===== config.mk =====
export PLATFORM = sky130hd
export DESIGN_NAME = pcs_10g_tx_sched
export DESIGN_NICKNAME = d
export VERILOG_FILES = /design/src/rtl/pcs_10g_tx_sched.sv
export SDC_FILE = /design/constraint.sdc
export NUM_CORES = 1
export LEC_CHECK = 0
export CORE_AREA = 5 5 76 130
export DETAILED_ROUTE_END_ITERATION = 10
export DIE_AREA = 0 0 81 135
export PLACE_DENSITY = 0.78
export SYNTH_ARGS = -nofsm -noshare
export SYNTH_HDL_FRONTEND = slang
export SYNTH_SLANG_ARGS = --single-unit

===== constraint.sdc =====
create_clock -name clk -period 2.6 [get_ports clk]
set_input_delay 0.52 -clock clk [delete_from_list [all_inputs] [get_ports clk]]
set_output_delay 0.52 -clock clk [all_outputs]
set_load 0.05 [all_outputs]

===== src/rtl/pcs_10g_tx_sched.sv =====
// 10G PCS transmit scheduler: turns MAC beats into registered encoder control blocks
// (start/data/terminate/idle/error) and enforces the inter-packet gap.
// Optional per-frame/abort counters are enabled with `define PCS_TX_SCHED_CNT_EN.
module pcs_10g_tx_sched #(
  parameter int XGMII_DATA_W = 64,
  parameter int XGMII_KEEP_W = 8,
  parameter int IPG_BLOCKS   = 1
) (
  input  logic                    clk,
  input  logic                    nreset,
  input  logic                    s_valid_i,
  output logic                    s_ready_o,
  input  logic [XGMII_DATA_W-1:0] s_data_i,
  input  logic [XGMII_KEEP_W-1:0] s_keep_i,
  input  logic                    s_last_i,
  input  logic                    gb_pause_i,
  output logic                    out_v_o,
  output logic                    ctrl_v_o,
  output logic                    idle_v_o,
  output logic                    start_o,
  output logic                    term_o,
  output logic                    err_o,
  output logic [XGMII_DATA_W-1:0] data_o,
  output logic [XGMII_KEEP_W-1:0] keep_o
`ifdef PCS_TX_SCHED_CNT_EN
  ,
  output logic [31:0]             tx_frame_cnt_o,
  output logic [15:0]             tx_abort_cnt_o
`endif
);

  typedef enum logic [4:0] {
    IDLE     = 5'b00001,
    DATA     = 5'b00010,
    TERM_DLY = 5'b00100,
    IPG      = 5'b01000,
    DROP     = 5'b10000
  } state_t;

  localparam logic [3:0] IPG_LOAD = 4'(IPG_BLOCKS - 1);

  state_t                  state, state_nxt;
  logic [3:0]              ipg_cnt, ipg_cnt_nxt;
  logic                    term_pend, term_pend_nxt;
  logic                    ctrl_v_n, idle_v_n, start_n, term_n, err_n;
  logic [XGMII_DATA_W-1:0] data_n;
  logic [XGMII_KEEP_W-1:0] keep_n;
  logic                    underrun;
  logic                    accept;

  assign s_ready_o = ~gb_pause_i & (((state == IDLE) & (ipg_cnt == 4'd0)) |
                                    (state == DATA) | (state == DROP));
  assign accept    = s_valid_i & s_ready_o;

  // During a slip the held block is re-presented on the next cycle, so only the valid drops.
  assign out_v_o   = ~gb_pause_i;

  always_comb begin
    // NOTE: every signal gets a default before the case so no path leaves a latch behind.
    state_nxt     = state;
    ipg_cnt_nxt   = ipg_cnt;
    term_pend_nxt = term_pend;
    ctrl_v_n      = 1'b1;
    idle_v_n      = 1'b1;
    start_n       = 1'b0;
    term_n        = 1'b0;
    err_n         = 1'b0;
    data_n        = '0;
    keep_n        = '0;
    underrun      = 1'b0;

    unique case (state)
      IDLE: begin
        if (accept) begin
          idle_v_n = 1'b0;
          start_n  = 1'b1;
          data_n   = s_data_i;
          keep_n   = '1;
          if (s_last_i) begin
            // Single-beat frame: terminate goes out as its own block from TERM_DLY.
            state_nxt     = TERM_DLY;
            term_pend_nxt = 1'b1;
            ipg_cnt_nxt   = IPG_LOAD;
          end else begin
            state_nxt = DATA;
          end
        end
      end
      DATA: begin
        if (accept) begin
          idle_v_n = 1'b0;
          data_n   = s_data_i;
          keep_n   = s_keep_i;
          if (s_last_i) begin
            term_n      = 1'b1;
            ipg_cnt_nxt = IPG_LOAD;
            state_nxt   = (&s_keep_i) ? TERM_DLY : IPG;
          end else begin
            ctrl_v_n = 1'b0;
          end
        end else begin
          err_n     = 1'b1;
          underrun  = 1'b1;
          state_nxt = DROP;
        end
      end
      TERM_DLY: begin
        if (term_pend) begin
          idle_v_n      = 1'b0;
          term_n        = 1'b1;
          term_pend_nxt = 1'b0;
        end
        // This block already counts toward the gap.
        if (ipg_cnt != 4'd0) begin
          state_nxt   = IPG;
          ipg_cnt_nxt = ipg_cnt - 4'd1;
        end else begin
          state_nxt = IDLE;
        end
      end
      IPG: begin
        if (ipg_cnt == 4'd0) state_nxt = IDLE;
        else                 ipg_cnt_nxt = ipg_cnt - 4'd1;
      end
      DROP: begin
        if (accept && s_last_i) begin
          state_nxt   = IPG;
          ipg_cnt_nxt = IPG_LOAD;
        end
      end
      default: state_nxt = IDLE;
    endcase
  end

  // NOTE: sequential state uses non-blocking assignments so every register samples pre-edge values.
  always_ff @(posedge clk or negedge nreset) begin
    if (!nreset) begin
      state     <= IDLE;
      ipg_cnt   <= 4'd0;
      term_pend <= 1'b0;
      ctrl_v_o  <= 1'b1;
      idle_v_o  <= 1'b1;
      start_o   <= 1'b0;
      term_o    <= 1'b0;
      err_o     <= 1'b0;
      data_o    <= '0;
      keep_o    <= '0;
    end else if (!gb_pause_i) begin
      state     <= state_nxt;
      ipg_cnt   <= ipg_cnt_nxt;
      term_pend <= term_pend_nxt;
      ctrl_v_o  <= ctrl_v_n;
      idle_v_o  <= idle_v_n;
      start_o   <= start_n;
      term_o    <= term_n;
      err_o     <= err_n;
      data_o    <= data_n;
      keep_o    <= keep_n;
    end
  end

`ifdef PCS_TX_SCHED_CNT_EN
  always_ff @(posedge clk or negedge nreset) begin
    if (!nreset) begin
      tx_frame_cnt_o <= 32'd0;
      tx_abort_cnt_o <= 16'd0;
    end else if (!gb_pause_i) begin
      if (term_n)   tx_frame_cnt_o <= tx_frame_cnt_o + 32'd1;
      if (underrun) tx_abort_cnt_o <= tx_abort_cnt_o + 16'd1;
    end
  end
`endif

endmodule


==> impl_metrics.yaml <==
detailed_routing:
  postRouteAntennaNets: 0
  vias: 2906
  drt_wl_total_mm: 10.42
  routed_via_density: 5.422
  wl_per_cell_microns: 19.44
  drt_first_pass_iters: 4
  drt-initial-drc-count: 136
  drc_errors: 0
synth:
  syn_area_sq_um: 3520
  ys_warn_count: 0
  synth_edf_count: 0
  syn_inst: 263
  synth-main-ff-cell: "dfrtp_1"
  syn_nets: 342
  async_flop_share_pct: 100.0
  synth-seq-cells: 87
  synthDistinctLibCells: 47
  synth.avg_cell_area_sq_um: 13.38
  ys_seq_area_share_pct: 61.96
sta:
  setup_viol: 0
  slew_headroom_pct: 60.23
  rsz0062_at_grt: "false"
  slew_violations: 0
  worstMarginPinSlew_ps: 596.6
  fin_worst_skew_ps: 6.864
  max_freq_mhz: 418.4
  hold_violations: 0
  fin_setup_tns_ps: 0
  finalCriticalPeriod_ps: 2390
  finalCritPeriodShare_pct: 91.92
min_path:
  min_path_type: "in -> async"
run:
  cap_viol_max_count: 0
floorplanning:
  start_util_pct: 40.59
  num_io_pins: 156
  die_x_microns: 81
  die_h_microns: 135
  num_rows: 45
  core_area_sq_um: 8671
  dieArea_sq_um: 10940
critical_path:
  critPathMaxStageDelay_ps: 390
  rr_worst_depth: 7
  path_cells: "inv_1, ha_1, nor3b_2, a221oi_2, and2b_1, buf_4"
  worstSetupEndpointType: "output port"
  critPathMaxFanout: 4
  start_kind: "register"
  slowest_stage: "dfrtp_1"
  r2r_slack_ps: 400
  required_ps: 2080
  arrival_ps: 1870
  crit_type: "reg -> out"
placed_design:
  hpwl_mm: 7.651
  port_buffers: 155
  place_congestion: 1.036
pwr:
  power.total_mw: 5.574
  ir_drop_uv: 617.3
  p_leak_nw: 2.390
  power_density_nw_per_um2: 1022
global_routing:
  overflow: 0
  grt_pass1_wl_mm: 16.12
  grt_max_degree: 56
  grt_pass1_vias: 3035
  track_usage_pct: 19.64
  antenna_found_initial: 0
clock_tree:
  clkLatencyLatePin_ps: 340
  clkTransAtPathRegs_ps: 60
  cts_tree: "built"
  htree_levels: 3
  clockRootBuffer: "clkbuf_16"
  postCtsSetupRepairBufs: 0
  cts_buffers: 9
  cts_resized: 0
  cts.sinks: 87
  holdBufCountCts: 0
  cts_buffer_depth: 2
finish:
  final_common_cell: "clkdlybuf4s50_1"
  nets: 494
  final_cell_mix: "clkdlybuf4s50_1, dfrtp_1, a22o_1, clkbuf_16"
  drive_gt1_share_pct: 9.308
  area_growth_pct: 55.03
  num_antenna_cells: 0
  final_core_util_pct: 62.93
status:
  outcome: "complete, no violations"
[routing by layer]
layer / share of wire, % / global-route usage (%)
met5: 0 / 0
met4: 4.2 / 10.71
met3: 5.3 / 4.272
met2: 54 / 33.99
met1: 37 / 21.85
[final cells by class]
type / count / area, sq um
Multi-Input combinational cell: 148 / 1206
Timing Repair Buffer: 162 / 1617
Clock buffer: 11 / 232.7
Inverter: 7 / 26.28
Clock inverter: 4 / 47.55
Sequential cell: 87 / 2181
Fill cell: 713 / 3214
Tap cell: 117 / 146.4
[per-stage QoR]
| stage | instance area, sq um | setup WS (ps) | std cells | hold WS, ps |
|---|---|---|---|---|
| 6_report | 5456 | 210.1 | 536 | 145.7 |
| 3_5_place_dp | 5176 | 403.9 | 521 | 452.5 |
| 2_1_floorplan | 3520 | 667.1 | 263 | 224.4 |
| 5_1_grt | 5456 | 124.7 | 536 | 176.7 |
| 3_3_place_gp | 5176 | 453.1 | 521 | 453.9 |
| 4_1_cts | 5456 | 200.6 | 536 | 164.9 |
[cells by family after synthesis]
group | after synthesis | share of synthesized area, %
buffers and inverters | 28 | 3.981
multiplexers | 2 | 0.6398
AND/OR/NAND/NOR | 44 | 8.709
XOR/XNOR | 2 | 0.4978
AO/OA/AOI/OAI | 98 | 23.50
flip-flops | 87 | 61.96
adder cells (fa/ha/maj) | 2 | 0.7109
[flip-flops by register name, summed over array words and instances (netlist names), 4 cells and up]
name / flops
state: 5
keep_o: 8
ipg_cnt: 4
data_o: 64
[synthesized netlist by cell type, types with 3 or more instances]
| cell type | count | area (sq um) |
|---|---|---|
| clkbuf_1 | 8 | 30.03 |
| a221o_1 | 8 | 80.08 |
| nand3_1 | 5 | 25.02 |
| nor3_1 | 3 | 15.01 |
| dfrtp_1 | 84 | 2102 |
| dfstp_2 | 3 | 78.83 |
| o21ai_0 | 8 | 40.04 |
| a21oi_1 | 3 | 15.01 |
| buf_4 | 3 | 22.52 |
| a22o_1 | 64 | 560.5 |
| buf_2 | 7 | 35.03 |
| nor2_1 | 4 | 15.01 |
| inv_1 | 7 | 26.28 |
| nand4_1 | 4 | 25.02 |
| nor3_2 | 3 | 30.03 |
| nand2_1 | 8 | 30.03 |
[worst max-delay path, delay by kind of cell, from the launching register on]
| kind | cells | cell delay, ps |
|---|---|---|
| buffers and inverters | 2 | 260 |
| AND/OR/NAND/NOR | 2 | 390 |
| AO/OA/AOI/OAI | 1 | 280 |
| flip-flops | 1 | 390 |
| adder cells (fa/ha/maj) | 1 | 210 |
[report_power, final]
group / leakage (nW) / internal [mW] / switching, mW
Combinational: 1.08 / 0.913 / 1.51
Clock: 0.135 / 0.736 / 0.502
Sequential: 1.18 / 1.66 / 0.252
[path summary, 6_finish.rpt]
kind,from,to
setup / recovery,ipg_cnt[0],s_ready_o
hold / removal,nreset,err_o
setup reg to reg,ipg_cnt[0],state[2]
hold reg to reg,ctrl_v_o,ctrl_v_o
max in group asynchronous,nreset,state[0]
min in group clk,ctrl_v_o,ctrl_v_o
(Power assumes the default switching activity.)
